[config.mk]
export PLATFORM = sky130hd
export DESIGN_NAME = motor_spi_slave
export DESIGN_NICKNAME = d
export VERILOG_FILES = /design/src/rtl/motor_spi_pkg.sv /design/src/rtl/motor_spi_slave_sync_edge.sv /design/src/rtl/motor_spi_slave.sv
export SDC_FILE = /design/constraint.sdc
export NUM_CORES = 1
export LEC_CHECK = 0
export ABC_AREA = 1
export BUFFER_PORTS_ARGS = -buffer_cell sky130_fd_sc_hd__buf_2
export CAP_MARGIN = 40
export CORE_AREA = 2 2 120 122
export CTS_BUF_LIST = sky130_fd_sc_hd__clkbuf_8
export CTS_CLUSTER_DIAMETER = 200
export CTS_CLUSTER_SIZE = 24
export DETAILED_ROUTE_END_ITERATION = 6
export DIE_AREA = 0 0 122 124
export PLACE_DENSITY = 0.6
export RECOVER_POWER = 100
export SYNTH_ARGS = -nofsm -noshare
export SYNTH_HDL_FRONTEND = slang
export SYNTH_SLANG_ARGS = --single-unit
[constraint.sdc]
create_clock -name clock_i -period 5.7 [get_ports clock_i]
set_input_delay 0.855 -clock clock_i [delete_from_list [all_inputs] [get_ports clock_i]]
set_output_delay 0.855 -clock clock_i [all_outputs]
set_load 0.02 [all_outputs]
[src/rtl/motor_spi_pkg.sv]
// Shared frame layout, FSM states and helpers for the motor-board SPI responder.
// 32-bit frames, MSB first; MOSI carries control, MISO carries motor status.
package motor_spi_pkg;

  localparam int FRAME_BITS = 32;
  localparam int BIT_CNT_W  = 6;
  localparam int ENC_W      = 15;
  localparam int HALL_W     = 7;
  localparam int DUTY_W     = 10;

  localparam logic [BIT_CNT_W-1:0] BIT_CNT_FULL = BIT_CNT_W'(FRAME_BITS);
  localparam logic [BIT_CNT_W-1:0] BIT_CNT_SAT  = BIT_CNT_W'(FRAME_BITS + 1);
  localparam logic [7:0]           SYNC_BYTE    = 8'hA5;

  typedef enum logic [1:0] {
    WAIT_IDLE = 2'd0,
    IDLE      = 2'd1,
    SHIFT     = 2'd2,
    COMMIT    = 2'd3
  } spi_state_e;

  typedef struct packed {
    logic              wr_en;
    logic              rst_cnt;
    logic [3:0]        rsvd;
    logic [DUTY_W-1:0] duty;
    logic [15:0]       ignored;
  } mosi_frame_t;

  typedef struct packed {
    logic [ENC_W-1:0]  enc_count;
    logic [HALL_W-1:0] hall_count;
    logic              hall_fault;
    logic              frame_error;
    logic [7:0]        sync;
  } miso_frame_t;

  function automatic miso_frame_t build_miso(input logic [ENC_W-1:0]  enc,
                                             input logic [HALL_W-1:0] hall,
                                             input logic              fault,
                                             input logic              ferr);
    miso_frame_t f;
    f.enc_count   = enc;
    f.hall_count  = hall;
    f.hall_fault  = fault;
    f.frame_error = ferr;
    f.sync        = SYNC_BYTE;
    return f;
  endfunction

endpackage

[src/rtl/motor_spi_slave_sync_edge.sv]
// Two-flop synchronizer with one-cycle rise/fall pulses in the clock domain.
// Level and edge outputs lag the pin by two clocks; no backpressure.
module spi_sync_edge (
  input  logic clock_i,
  input  logic reset_i,
  input  logic d_i,
  output logic level_o,
  output logic rise_o,
  output logic fall_o
);

  logic meta_q;
  logic sync_q;
  logic prev_q;

  // Resetting low means a reset taken with cs_n held low cannot fabricate a falling edge.
  always_ff @(posedge clock_i or posedge reset_i) begin
    if (reset_i) begin
      meta_q <= 1'b0;
      sync_q <= 1'b0;
      prev_q <= 1'b0;
    end else begin
      meta_q <= d_i;
      sync_q <= meta_q;
      prev_q <= sync_q;
    end
  end

  assign level_o = sync_q;
  assign rise_o  = sync_q & ~prev_q;
  assign fall_o  = ~sync_q & prev_q;

endmodule

[src/rtl/motor_spi_slave.sv]
// SPI mode-0 responder: MCU writes duty/count-reset, reads encoder/hall status; watchdog kills motor.
// Outputs update 4 clocks after cs_n rises at the pin; the SPI master is never stalled.
module motor_spi_slave
  import motor_spi_pkg::*;
#(
  parameter int DUTY_CYCLE_WIDTH = 10,
  parameter int ENC_COUNT_WIDTH  = 15,
  parameter int HALL_COUNT_WIDTH = 7,
  parameter int WATCHDOG_CYCLES  = 1000000
) (
  input  logic                        clock_i,
  input  logic                        reset_i,
  input  logic                        spi_sclk_i,
  input  logic                        spi_cs_n_i,
  input  logic                        spi_mosi_i,
  output logic                        spi_miso_o,
  output logic                        spi_miso_oe_o,
  input  logic [ENC_COUNT_WIDTH-1:0]  enc_count_i,
  input  logic [HALL_COUNT_WIDTH-1:0] hall_count_i,
  input  logic                        hall_fault_i,
  output logic [DUTY_CYCLE_WIDTH-1:0] duty_cycle_o,
  output logic                        motor_en_o,
  output logic                        reset_counts_o,
  output logic                        frame_error_o
);

  localparam int              WD_W   = $clog2(WATCHDOG_CYCLES + 1);
  localparam logic [WD_W-1:0] WD_MAX = WD_W'(WATCHDOG_CYCLES);

  logic sclk_lvl_unused, sclk_rise, sclk_fall;
  logic cs_n_lvl, cs_rise, cs_fall;
  logic mosi_lvl, mosi_rise_unused, mosi_fall_unused;

  spi_sync_edge u_sync_sclk (
    .clock_i (clock_i),
    .reset_i (reset_i),
    .d_i     (spi_sclk_i),
    .level_o (sclk_lvl_unused),
    .rise_o  (sclk_rise),
    .fall_o  (sclk_fall)
  );

  spi_sync_edge u_sync_cs_n (
    .clock_i (clock_i),
    .reset_i (reset_i),
    .d_i     (spi_cs_n_i),
    .level_o (cs_n_lvl),
    .rise_o  (cs_rise),
    .fall_o  (cs_fall)
  );

  spi_sync_edge u_sync_mosi (
    .clock_i (clock_i),
    .reset_i (reset_i),
    .d_i     (spi_mosi_i),
    .level_o (mosi_lvl),
    .rise_o  (mosi_rise_unused),
    .fall_o  (mosi_fall_unused)
  );

  spi_state_e                  state_q;
  logic [FRAME_BITS-1:0]       tx_q;
  logic [FRAME_BITS-1:0]       rx_q;
  logic [BIT_CNT_W-1:0]        bit_cnt_q;
  logic [DUTY_CYCLE_WIDTH-1:0] duty_q;
  logic                        motor_en_q;
  logic                        reset_counts_q;
  logic                        frame_error_q;
  logic                        miso_q;
  logic                        miso_oe_q;
  logic [WD_W-1:0]             wd_q;
  logic [WD_W-1:0]             wd_d;

  mosi_frame_t           rx_frame;
  miso_frame_t           snap;
  logic [FRAME_BITS-1:0] snap_bits;
  logic                  frame_ok;
  logic                  commit_ok;
  logic                  wd_expire;

  assign rx_frame  = mosi_frame_t'(rx_q);
  assign snap      = build_miso(ENC_W'(enc_count_i), HALL_W'(hall_count_i),
                                hall_fault_i, frame_error_q);
  assign snap_bits = snap;
  assign frame_ok  = (bit_cnt_q == BIT_CNT_FULL);
  assign commit_ok = (state_q == COMMIT) && frame_ok;

  // A valid commit reloads to zero, so it always beats expiry in the same cycle.
  always_comb begin
    wd_d = wd_q;
    if (commit_ok) begin
      wd_d = '0;
    end else if (wd_q != WD_MAX) begin
      wd_d = wd_q + 1'b1;
    end
  end

  assign wd_expire = (wd_d == WD_MAX);

  always_ff @(posedge clock_i or posedge reset_i) begin
    if (reset_i) begin
      wd_q <= '0;
    end else begin
      wd_q <= wd_d;
    end
  end

  always_ff @(posedge clock_i or posedge reset_i) begin
    if (reset_i) begin
      state_q        <= WAIT_IDLE;
      tx_q           <= '0;
      rx_q           <= '0;
      bit_cnt_q      <= '0;
      duty_q         <= '0;
      motor_en_q     <= 1'b0;
      reset_counts_q <= 1'b0;
      frame_error_q  <= 1'b0;
      miso_q         <= 1'b0;
      miso_oe_q      <= 1'b0;
    end else begin
      reset_counts_q <= 1'b0;
      if (wd_expire) begin
        duty_q     <= '0;
        motor_en_q <= 1'b0;
      end
      case (state_q)
        WAIT_IDLE: begin
          if (cs_n_lvl) begin
            state_q <= IDLE;
          end
        end
        IDLE: begin
          if (cs_fall) begin
            tx_q      <= snap_bits;
            miso_q    <= snap_bits[FRAME_BITS-1];
            miso_oe_q <= 1'b1;
            bit_cnt_q <= '0;
            state_q   <= SHIFT;
          end
        end
        SHIFT: begin
          // End of frame drops any sclk edge seen in the same cycle.
          if (cs_rise) begin
            state_q <= COMMIT;
          end else begin
            if (sclk_rise) begin
              rx_q <= {rx_q[FRAME_BITS-2:0], mosi_lvl};
              if (bit_cnt_q != BIT_CNT_SAT) begin
                bit_cnt_q <= bit_cnt_q + 1'b1;
              end
            end
            if (sclk_fall) begin
              tx_q   <= {tx_q[FRAME_BITS-2:0], 1'b0};
              miso_q <= tx_q[FRAME_BITS-2];
            end
          end
        end
        COMMIT: begin
          state_q   <= IDLE;
          miso_oe_q <= 1'b0;
          miso_q    <= 1'b0;
          if (frame_ok) begin
            if (rx_frame.wr_en) begin
              duty_q     <= rx_frame.duty[DUTY_CYCLE_WIDTH-1:0];
              motor_en_q <= 1'b1;
            end
            reset_counts_q <= rx_frame.rst_cnt;
            frame_error_q  <= 1'b0;
          end else begin
            frame_error_q <= 1'b1;
          end
        end
        default: begin
          state_q <= WAIT_IDLE;
        end
      endcase
    end
  end

  assign spi_miso_o     = miso_q;
  assign spi_miso_oe_o  = miso_oe_q;
  assign duty_cycle_o   = duty_q;
  assign motor_en_o     = motor_en_q;
  assign reset_counts_o = reset_counts_q;
  assign frame_error_o  = frame_error_q;

endmodule

==> run metrics <==
status=complete, but fails checks; failing checks=capacitance limit, slew limit; Synth area leader=dfrtp_1; most common cell in the netlist=nand2_1; DR vias=4215; fmax=0.2734 GHz; worst vdd rail ir drop=0.2656 mV; number of flops mapped to enable cells by yosys=0; vias per cell=4.779; Sw Share=34.69%; ys async rst share=100.0%; RSZ-0062 raised after global routing=false; chip height=124 um; Psw=0.9395 mW; Yosys cell types=30; gpl congestion=0.8591; Hold Crit Depth=0; Bufs on Longest Clock Path=2; Post-DP Area=5834 um2; sequential area share after synthesis=52.92%; Arr. time, crit path=3900 ps; met1 usage=20.38%; FILL cells=1355; Net Count, Synth=685; CP Capture Type=flip-flop; Placeable Area=13720 um2; Final setup viols=0; clk_lat worst skew=430 ps; die width=122 um; # diodes=0; total iterations of the first detailed-routing run=5; post-CTS sizing=0; setup TNS=0 ps; Clock Power Share=28.9%; CP Class=flip-flop to flip-flop; PortBufs=42; hold buffer count at CTS=0; yosys synthesis warning count=0; CP Max Fanout=36; Total GRT Usage=15.44%; sequential power share=43.2%; Slew Limit Fails=99; synth top area cells=dfrtp_1 (53%), nand2_1 (11%), nor2_1 (5.6%), inv_1 (5.4%), nand3_1 (3.5%); Cells after Synth=646; clk sinks=114; top cell type's share of synthesized area=52.92%; Worst Path Required=5940 ps; fraction of layout cells with a size suffix above 1=13.82%; top cells by count, synth=nand2_1 (152), dfrtp_1 (114), nor2_1 (80), inv_1 (78), nand3_1 (38); DRC viols=0; # IOs=43; initial cell density of the core=39.29%; Hold Path Class=flip-flop to flip-flop; synthesized flop and latch total=114; ANT nets after route=0; final instance area=6157 um2; Power Density=439.8 nW/um2; site row count=43; CTS tree=done; Mean Syn Cell Area=8.344 um2; Routed WL per cell=11.81 um; most used routing layer=met2; Clock Skews=13.35 ps; Final Net Count=730; slew at the pin closest to its max-slew limit=2294 ps; P_leak=3.068 nW; CTS buffer count=17; antenna violations before repair=0; vias in the first global route=4058; met3 usage in global routing=4.121%; power share of the combinational group=27.9%; GR Overflow Total=0; RR Startpoint=state_q[0]; htree depth=4; slew margin rel.=-52.96%; min cycle time layout=3658 ps; number of DRC markers in iteration 0=404; CTS root buffer=clkbuf_8; Die Area=15130 um2; Synth Flop Type=dfrtp_1; first-pass GRT wire length=18.47 mm; final hold slack=347.8 ps; Int Pwr=1.768 mW; met2 Usage GRT=24.41%; Synth-to-Final Area Change=14.23%; hold path startpoint=u_sync_sclk.meta_q; CTS clock-pin slew for the worst setup and hold paths=70 ps; R2R depth=8; startpoint types=flip-flop; Detailed Route WL=10.41 mm; synthesized cell area=5390 um2; MaxCap Viol Count=2; final period utilization=64.17%; Final Hold Fails=0; largest net degree at the start of global routing=53; setup repair bufs after CTS=0; crit path from=state_q[0]; Detailed Place HPWL=7.184 mm
[path summary, 6_finish.rpt]
check,endpoint,slack [ps]
worst max-delay path,tx_q[10],2040
worst min-delay path,u_sync_sclk.level_o,350
worst max register to register,tx_q[10],2040
worst min register to register,u_sync_sclk.level_o,350
max in group asynchronous,rx_frame[4],2200
min in group asynchronous,rx_frame[18],580
[cell usage in the layout, fill, tap and decap left out, types with 15 or more instances in the layout]
cell type	count
nor2_1	83
o21ai_0	34
clkbuf_8	20
nand3_1	38
dfrtp_1	114
a21oi_1	24
buf_2	27
nand2_2	15
clkbuf_1	18
inv_1	79
nand2_1	154
a31oi_1	23
[routing by layer]
layer  wire length, um  part of all wire, %
met1              4889                   47
met2              4903                   47
met3               460                  4.4
met4               160                  1.5
met5                 0                    0
[layout make-up]
type | count | area (um2) | share of cell area (%)
Clock buffer | 20 | 275.3 | 4.471
Multi-Input combinational cell | 429 | 2121 | 34.44
Timing Repair Buffer | 47 | 237.7 | 3.861
Clock inverter | 10 | 136.4 | 2.215
Sequential cell | 114 | 2853 | 46.33
Tap cell | 180 | 225.2 | 3.658
Inverter | 82 | 309.0 | 5.019
[power by group through the flow]
stage | registers [mW] | logic (mW) | clock network [mW]
3_5_place_dp | 1.18 | 0.818 | 0
2_1_floorplan | 1.16 | 0.621 | 0
5_1_grt | 1.20 | 0.907 | 0.839
3_3_place_gp | 1.18 | 0.744 | 0
4_1_cts | 1.17 | 0.827 | 0.802
6_report | 1.17 | 0.756 | 0.781
[state kept, by name, summed over array words and instances (netlist names), 2 cells and up]
signal        count
rx_frame         32
bit_cnt_q         6
state_q           2
duty_cycle_o     10
wd_q             20
tx_q             31
[through the flow]
step           setup slack [ps]  power (mW)  util (%)  instances
3_3_place_gp               2923       1.919     41.98        849
2_1_floorplan              1829       1.776         -        646
5_1_grt                    1495       2.949     44.88        882
4_1_cts                    2685       2.800     45.53        882
3_5_place_dp               2765       2.002     42.53        852
6_report                   2042       2.708     44.88        882
[logic make-up after synthesis]
| family | count (synthesis) | share of synthesized area (%) |
|---|---|---|
| AOI/OAI and AO/OA | 85 | 8.635 |
| adders and majority gates | 11 | 2.553 |
| xor gates and xnor gates | 2 | 0.4644 |
| buffers and inverters | 103 | 7.498 |
| DFF | 114 | 52.92 |
| and+or+nand+nor | 331 | 27.92 |
[critical path: stages (launching register included)]
cell      delay (ps)
dfrtp_1          420
inv_1            110
ha_1             200
buf_4            240
nand3_1          170
nand2_1          140
nor2_1           980
clkbuf_1         990
a31oi_1          200
(Power assumes the default switching activity.)
